--- config.mk ---
export PLATFORM = sky130hd
export DESIGN_NAME = gate_matvec_scheduler
export DESIGN_NICKNAME = d
export VERILOG_FILES = /design/src/rtl/gate_matvec_scheduler.sv
export SDC_FILE = /design/constraint.sdc
export NUM_CORES = 1
export LEC_CHECK = 0
export CAP_MARGIN = 20
export CORE_ASPECT_RATIO = 0.75
export CORE_MARGIN = 2
export CORE_UTILIZATION = 55
export CTS_CLUSTER_SIZE = 30
export DETAILED_ROUTE_END_ITERATION = 10
export DONT_BUFFER_PORTS = 1
export HOLD_SLACK_MARGIN = 0.1
export PLACE_DENSITY = 0.8
export SLEW_MARGIN = 20
export SYNTH_ARGS = -nofsm -noshare
export SYNTH_HDL_FRONTEND = slang
export SYNTH_SLANG_ARGS = --single-unit
--- constraint.sdc ---
create_clock -name clk -period 2.9 [get_ports clk]
set_input_delay 0.58 -clock clk [delete_from_list [all_inputs] [get_ports clk]]
set_output_delay 0.58 -clock clk [all_outputs]
set_load 0.01 [all_outputs]
--- src/rtl/gate_matvec_scheduler.sv ---
`default_nettype none
// gate_matvec_scheduler: round-robin arbiter plus job sequencer sharing one multi-pass MAC engine among NGATE requesters.
// Optional busyCycles/jobCount counters are built when SCHED_PERF_COUNT_EN is defined.
module gate_matvec_scheduler #(
  parameter int NGATE          = 4,
  parameter int GATE_BITWIDTH  = 2,
  parameter int NCOL           = 16,
  parameter int ADDR_BITWIDTH  = 4,
  parameter int DSP48_PER_ROW  = 2,
  parameter int MUX_BITWIDTH   = 1,
  parameter int ENGINE_LATENCY = 1
) (
  input  logic                                                 clk,
  input  logic                                                 reset,
  input  logic [NGATE-1:0]                                     req,
  output logic [NGATE-1:0]                                     grant,
  output logic [NGATE-1:0]                                     done,
  output logic                                                 busy,
  output logic [GATE_BITWIDTH+MUX_BITWIDTH+ADDR_BITWIDTH-1:0]  weightAddr,
  output logic [ADDR_BITWIDTH-1:0]                             inputAddr,
  output logic                                                 macClear,
  output logic                                                 macEn,
  output logic                                                 resultCapture
`ifdef SCHED_PERF_COUNT_EN
  ,
  output logic [31:0]                                          busyCycles,
  output logic [15:0]                                          jobCount
`endif
);

  localparam logic [1:0] S_IDLE  = 2'd0;
  localparam logic [1:0] S_RUN   = 2'd1;
  localparam logic [1:0] S_DRAIN = 2'd2;
  localparam logic [1:0] S_DONE  = 2'd3;

  localparam logic [ADDR_BITWIDTH-1:0] COL_LAST   = ADDR_BITWIDTH'(NCOL - 1);
  localparam logic [MUX_BITWIDTH-1:0]  PASS_LAST  = MUX_BITWIDTH'(DSP48_PER_ROW - 1);
  localparam int                       DRAIN_LAST = (ENGINE_LATENCY > 0) ? ENGINE_LATENCY - 1 : 0;

  logic [1:0]               state;
  logic [GATE_BITWIDTH-1:0] gate_q;
  logic [MUX_BITWIDTH-1:0]  pass_q;
  logic [ADDR_BITWIDTH-1:0] col_q;
  logic [NGATE-1:0]         grant_q;
  logic [GATE_BITWIDTH-1:0] ptr;
  logic [15:0]              drain_cnt;

  logic [2*NGATE-1:0]       req_dbl;
  logic [NGATE-1:0]         req_rot;
  int                       offset;
  logic [GATE_BITWIDTH-1:0] winner;
  logic [GATE_BITWIDTH-1:0] ptr_next;
  logic                     last_beat;

  // Rotating the request vector by the pointer turns round-robin into a lowest-set-bit search.
  assign req_dbl = {req, req} >> ptr;
  assign req_rot = req_dbl[NGATE-1:0];

  always_comb begin
    offset = 0;
    for (int j = NGATE - 1; j >= 0; j--) begin
      if (req_rot[j]) begin
        offset = j;
      end
    end
  end

  assign winner    = GATE_BITWIDTH'((int'(ptr) + offset) % NGATE);
  assign ptr_next  = GATE_BITWIDTH'((int'(winner) + 1) % NGATE);
  assign last_beat = (col_q == COL_LAST) && (pass_q == PASS_LAST);

  always_ff @(posedge clk) begin
    if (reset) begin
      state     <= S_IDLE;
      gate_q    <= '0;
      pass_q    <= '0;
      col_q     <= '0;
      grant_q   <= '0;
      ptr       <= '0;
      drain_cnt <= '0;
    end else begin
      case (state)
        S_IDLE: begin
          if (|req) begin
            state   <= S_RUN;
            gate_q  <= winner;
            grant_q <= {{(NGATE-1){1'b0}}, 1'b1} << winner;
            ptr     <= ptr_next;
            pass_q  <= '0;
            col_q   <= '0;
          end
        end
        S_RUN: begin
          // Counters stop on the last beat so the addresses hold their final value afterwards.
          if (last_beat) begin
            drain_cnt <= '0;
            state     <= (ENGINE_LATENCY == 0) ? S_DONE : S_DRAIN;
          end else if (col_q == COL_LAST) begin
            col_q  <= '0;
            pass_q <= pass_q + 1'b1;
          end else begin
            col_q <= col_q + 1'b1;
          end
        end
        S_DRAIN: begin
          if (drain_cnt == 16'(DRAIN_LAST)) begin
            state <= S_DONE;
          end else begin
            drain_cnt <= drain_cnt + 16'd1;
          end
        end
        S_DONE: begin
          state   <= S_IDLE;
          grant_q <= '0;
        end
        default: begin
          state <= S_IDLE;
        end
      endcase
    end
  end

  assign grant         = grant_q;
  assign busy          = (state != S_IDLE);
  assign macEn         = (state == S_RUN);
  assign macClear      = (state == S_RUN) && (pass_q == '0) && (col_q == '0);
  assign resultCapture = (state == S_DONE);
  assign done          = (state == S_DONE) ? grant_q : '0;
  assign weightAddr    = {gate_q, pass_q, col_q};
  assign inputAddr     = col_q;

`ifdef SCHED_PERF_COUNT_EN
  always_ff @(posedge clk) begin
    if (reset) begin
      busyCycles <= '0;
      jobCount   <= '0;
    end else begin
      if (busy && (busyCycles != '1)) begin
        busyCycles <= busyCycles + 32'd1;
      end
      if (resultCapture && (jobCount != '1)) begin
        jobCount <= jobCount + 16'd1;
      end
    end
  end
`endif

endmodule
`default_nettype wire

==> results.yml, run 1 <==
finish:
  multiInputGateArea_um2: 1100
  nets: 232
  diodes: 0
  drive_above_1_share: 0.0833
  final-seq-area_um2: 621
  syn_to_final_growth_pct: 4.09
  fill_cells: 295
timing:
  drv_slew: 0
  setup_viol: 0
  fin_crit_sh: 0.881
  tightest_slew_ps: 564
  holdWs_ps: 358
  final.setup.tns_ps: 0
  post-route-min-period_ps: 2550
  fin_skew_ps: 4.45
  fmax_ghz: 0.392
  final_hold_viol_count: 0
  grt_setup_unrepaired: "false"
  maxSlewHeadroom: 0.619
floorplanning:
  die_h_um: 54.0
  rows: 18
  initial_core_util: 0.566
  core_um2: 3240
  pin_count: 29
  die_x_um: 70.7
  die_area_um2: 3820
power_and_ir_drop:
  static-leakage-power_nw: 0.716
  irDropWorstVdd_v: 0.000488
  cellPowerDensity_nw_per_um2: 771
setup_path:
  crit_chain: "inv_1 -> and3_1 -> o21ai_0 -> o2111ai_1 -> ha_1 -> xor2_1 -> or3b_1 -> a21oi_2 -> mux2_4"
  r2r_cells: 9
  slowest_stage: "dfxtp_1"
  startpoint_type: "register"
  worstPathMaxFanout: 10
  cp_top_family: "simple AND/OR/NAND/NOR gates"
  r2r_end: "ptr[1]"
  critPathRequiredTime_ps: 3080
  crit_arrival_ps: 2730
  worstSetupPathType: "reg -> reg"
  cpPeakStageDelay_ps: 510
  critPathBufInv: 1
  r2r_start: "ptr[0]"
  r2r_slack_ps: 350
  crit_path_end_kind: "register"
synth:
  ys_seq_elements: 31
  synthFlopType: "dfxtp_1"
  yosys.area.top_type: "dfxtp_1"
  netlist.area_leader.share: 0.338
  synthArstFlopShare: 0
  syn_area_um2: 1830
  ys_warn_count: 0
  postSynthAreaPerCell_um2: 8.34
  syn_nets: 236
  synth_area_leaders: "dfxtp_1 (34%), nor2_1 (7.2%), ha_1 (6.8%)"
  seq_area_frac_synth: 0.338
  yosys.cell_types.count: 52
  synth_edf_count: 0
  syn_inst: 220
route:
  firstDrtPassIters: 4
  initialDrtViolationCount: 118
  wl_mm: 3.49
  wire_per_inst_um: 13.6
  vias: 1479
  post_drt_via_cell_ratio: 5.78
  drc: 0
  antenna_left: 0
grt:
  track_usage: 0.205
  grt.overflow.total: 0
  grt_max_degree: 19
  grt_pass1_wl_mm: 5.99
  grt_pass1_vias: 1341
  antenna_found_initial: 0
outcome:
  status: "finished, final reports clean"
cts:
  ctsResizeCount: 0
  cts_buffer_depth: 2
  cts_tree: "done"
  cts_made_buffers: 5
  clkTransAtPathRegs_ps: 60
  cts_setup_buffers: 0
  cts-root-buf: "clkbuf_8"
  cts.htree.levels: 2
  ctsHoldBuffers: 0
  clock_sinks: 31
  clock_latency_ps: 280
place:
  gp_congestion: 0.744
  hpwl_mm: 2.54
  port_buffers: 0
hold_path:
  min_to: "gate_q[0]"
  hp-start: "reset"
  whs_path_depth: 1
  min_path_type: "in -> reg"
job:
  cap_viol_max_count: 0
[worst register-to-register path: stages, from the launching register on]
cell and delay, ps:
dfxtp_1 510, inv_1 90, and3_1 150, o21ai_0 180, o2111ai_1 140, ha_1 370, xor2_1 170, or3b_1 370
a21oi_2 160, mux2_4 300
[stage by stage]
step	power, mW	std cells	cell area (um2)	setup slack [ps]	util
floorplan	1.06	220	1830	224	-
global placement	1.13	249	1820	322	0.562
detailed placement	1.14	249	1820	273	0.562
CTS	1.48	256	1910	369	0.589
global route	1.59	256	1910	82.6	0.589
finish	1.47	256	1910	346	0.589
[synth_stat cells, types with 2 or more instances]
cell type / n
nor4_1: 2
o211ai_1: 2
xor2_1: 6
and3_1: 6
nand2b_1: 4
nor2_1: 35
buf_4: 6
o21ai_1: 2
nand3_1: 7
clkbuf_1: 3
o41ai_1: 2
nor3_1: 7
nand2_1: 13
a21oi_1: 10
ha_1: 10
o21ai_0: 6
nand4_1: 3
o2111ai_1: 3
dfxtp_1: 31
xnor2_1: 8
a211oi_1: 2
and2_1: 5
or3_1: 4
inv_1: 12
mux2i_1: 4
[metal layers]
layer / GRT usage / up-vias / wire length [um]
li1: - / 758 / -
met1: 0.280 / 679 / 1830
met2: 0.291 / 37 / 1420
met3: 0.0730 / 5 / 174
met4: 0.0912 / 0 / 66
met5: 0 / - / 0
[cells in the final DEF (no fill, tap or decap), drive strengths merged, types with 7 or more instances in the layout]
cell	Yosys	routed
a21oi	11	11
dfxtp	31	31
ha	10	10
inv	12	12
nand2	13	13
nand3	7	7
nor2	36	36
nor3	8	8
o21ai	8	8
xnor2	9	9
[logic make-up after synthesis]
logic type,after synthesis,share of synthesized area
buf+inv,24,0.0627
compound gates,38,0.153
fa+ha+maj,10,0.0682
mux,5,0.0300
simple gates,97,0.272
flops,31,0.338
xor+xnor,15,0.0757
[registers in the layout, indices dropped and copies added (netlist names)]
| name | cells |
|---|---|
| grant | 4 |
| ptr | 2 |
| inputAddr | 4 |
| gate_q | 2 |
| state | 2 |
| drain_cnt | 16 |
| pass_q | 1 |
[report_power, final]
group          leakage (nW)  total [mW]  switching, mW  internal, mW
clock                0.0470       0.339          0.154         0.186
combinational         0.417       0.534          0.310         0.225
sequential            0.252       0.598          0.103         0.496
[area by class of cell]
cell class / instances / share of cell area
timing repair buffer: 1 / 0.00393
multi-input combinational: 165 / 0.575
clock buffer: 6 / 0.0433
inverter: 12 / 0.0236
tap: 40 / 0.0262
clock inverter: 1 / 0.00262
sequential: 31 / 0.325
[worst max-delay path by stage]
stage,start,to,slack [ps],cells after the start
after floorplan,req[0],ptr[1],220,8
final,ptr[0],ptr[1],350,9
after global routing,ptr[0],ptr[1],80,9
after detailed placement,req[0],ptr[1],270,7
after global placement,req[0],ptr[1],320,7
after CTS,ptr[0],ptr[1],370,9
Power figures use the tool's default switching activity.
==> inputs of run 2 (changes only) <==
--- a/config.mk
+++ b/config.mk
@@ -14,6 +14,7 @@
 export DONT_BUFFER_PORTS = 1
 export HOLD_SLACK_MARGIN = 0.1
 export PLACE_DENSITY = 0.8
+export REMOVE_ABC_BUFFERS = 1
 export SLEW_MARGIN = 20
 export SYNTH_ARGS = -nofsm -noshare
 export SYNTH_HDL_FRONTEND = slang
==> results.yml, run 2 (same netlist as run 1, synthesis figures left out) <==
grt:
  grt_pass1_vias: 1302
  grt_pass1_wl_mm: 6.20
  track_usage: 0.213
  grt_max_degree: 19
  antenna_found_initial: 0
  grt.overflow.total: 0
finish:
  regMostFlops: "drain_cnt"
  drive_above_1_share: 0.0791
  final_util: 0.586
  diodes: 0
  mostFrequentLayoutCell: "nor2_1"
  largest_reg_flops: 16
  fin_area_um2: 1900
  syn_to_final_growth_pct: 3.68
  nets: 231
  final_cell_mix: "nor2_1 (35), dfxtp_1 (31), nand2_1 (13)"
timing:
  post-route-min-period_ps: 2520
  fin_skew_ps: 4.29
  fmax_ghz: 0.397
  setup_slack_ps: 381
  final_hold_viol_count: 0
  fin_crit_sh: 0.869
  grt_setup_unrepaired: "false"
  setup_viol: 0
  final.setup.tns_ps: 0
  maxSlewHeadroom: 0.566
  tightest_slew_ps: 643
  drv_slew: 0
route:
  wl_mm: 3.64
  post_drt_via_cell_ratio: 5.94
  vias: 1515
  antenna_left: 0
  drc: 0
  firstDrtPassIters: 4
  wire_per_inst_um: 14.3
  initialDrtViolationCount: 124
floorplanning:
  die_h_um: 54.0
  initial_core_util: 0.566
  die_x_um: 70.7
  die_area_um2: 3820
  core_um2: 3240
  pin_count: 29
  rows: 18
hold_path:
  min_path_type: "in -> reg"
  hp-start: "reset"
cts:
  clock_sinks: 31
  cts_buffer_depth: 2
  cts_tree: "done"
  ctsHoldBuffers: 0
  ctsResizeCount: 0
  cts_made_buffers: 5
  cts.htree.levels: 2
  clock_latency_ps: 280
  clkTransAtPathRegs_ps: 60
  cts-root-buf: "clkbuf_8"
  cts_setup_buffers: 0
setup_path:
  startpoint_type: "register"
  critPathBufInv: 1
  r2r_cells: 9
  crit_path_end_kind: "register"
  r2r_slack_ps: 380
  crit_chain: "inv_1 -> and3_1 -> o21ai_0 -> o2111ai_1 -> ha_1 -> xor2_1 -> or3b_1 -> a21oi_2 -> mux2_4"
  slowest_stage: "dfxtp_1"
  r2r_start: "ptr[0]"
  cp.depth: 9
  critPathRequiredTime_ps: 3070
  cp_top_family: "simple AND/OR/NAND/NOR gates"
  worstSetupPathType: "reg -> reg"
  endpoint: "ptr[1]"
  crit_arrival_ps: 2690
  worstPathMaxFanout: 10
  crit_start: "ptr[0]"
  cpPeakStageDelay_ps: 500
  r2r_end: "ptr[1]"
power_and_ir_drop:
  cellPowerDensity_nw_per_um2: 778
  irDropWorstVdd_v: 0.000393
  p_total_mw: 1.48
  static-leakage-power_nw: 0.710
place:
  place_area_um2: 1810
  hpwl_mm: 2.53
  gp_congestion: 0.825
  port_buffers: 0
  dp_slack_ps: 297
job:
  cap_viol_max_count: 0
outcome:
  status: "finished, final reports clean"
run 2: worst min path at each step:
stage / end / slack, ps / cells after the start
after floorplan: drain_cnt[4] / 470 / 2
after global placement: drain_cnt[13] / 490 / 2
after detailed placement: drain_cnt[13] / 500 / 2
after CTS: gate_q[0] / 350 / 1
after global routing: inputAddr[1] / 340 / 1
final: inputAddr[1] / 360 / 1
run 2: per-stage QoR:
stage / std cells / hold slack [ps]
floorplan: 208 / 467
global placement: 248 / 487
detailed placement: 248 / 497
CTS: 255 / 351
global route: 255 / 344
finish: 255 / 364
run 2: cell type report:
cell class / instances / area [um2]
fill: 281 / 1340
multi-input combinational: 165 / 1100
sequential: 31 / 621
clock buffer: 6 / 82.6
tap: 40 / 50.0
inverter: 12 / 45.0
clock inverter: 1 / 5.00
run 2: power by group:
group | leakage, nW | switching (mW) | internal (mW)
Clock | 0.0470 | 0.155 | 0.186
Sequential | 0.252 | 0.104 | 0.495
Combinational | 0.412 | 0.320 | 0.219
run 2: metal layers:
metal  global-route usage  part of all wire  vias to the layer above
met4               0.0786            0.0091                        0
li1                     -                 -                      758
met1                0.292              0.51                      707
met2                0.312              0.42                       48
met3               0.0730             0.062                        2
met5                    0                 0                        -
run 2: worst register-to-register path, delay by kind of cell, from the launching register on:
kind	cells	cell delay, ps
AO/OA/AOI/OAI	3	460
XOR/XNOR	1	170
adder cells (fa/ha/maj)	1	360
buffers and inverters	1	90
flip-flops	1	500
multiplexers	1	300
AND/OR/NAND/NOR	2	520
==> inputs of run 3 (changes only) <==
--- a/config.mk
+++ b/config.mk
@@ -5,7 +5,6 @@
 export SDC_FILE = /design/constraint.sdc
 export NUM_CORES = 1
 export LEC_CHECK = 0
-export CAP_MARGIN = 20
 export CORE_ASPECT_RATIO = 0.75
 export CORE_MARGIN = 2
 export CORE_UTILIZATION = 55
==> results of run 3 <==
No change in the layout: final DEF, timing and power equal those of run 2.
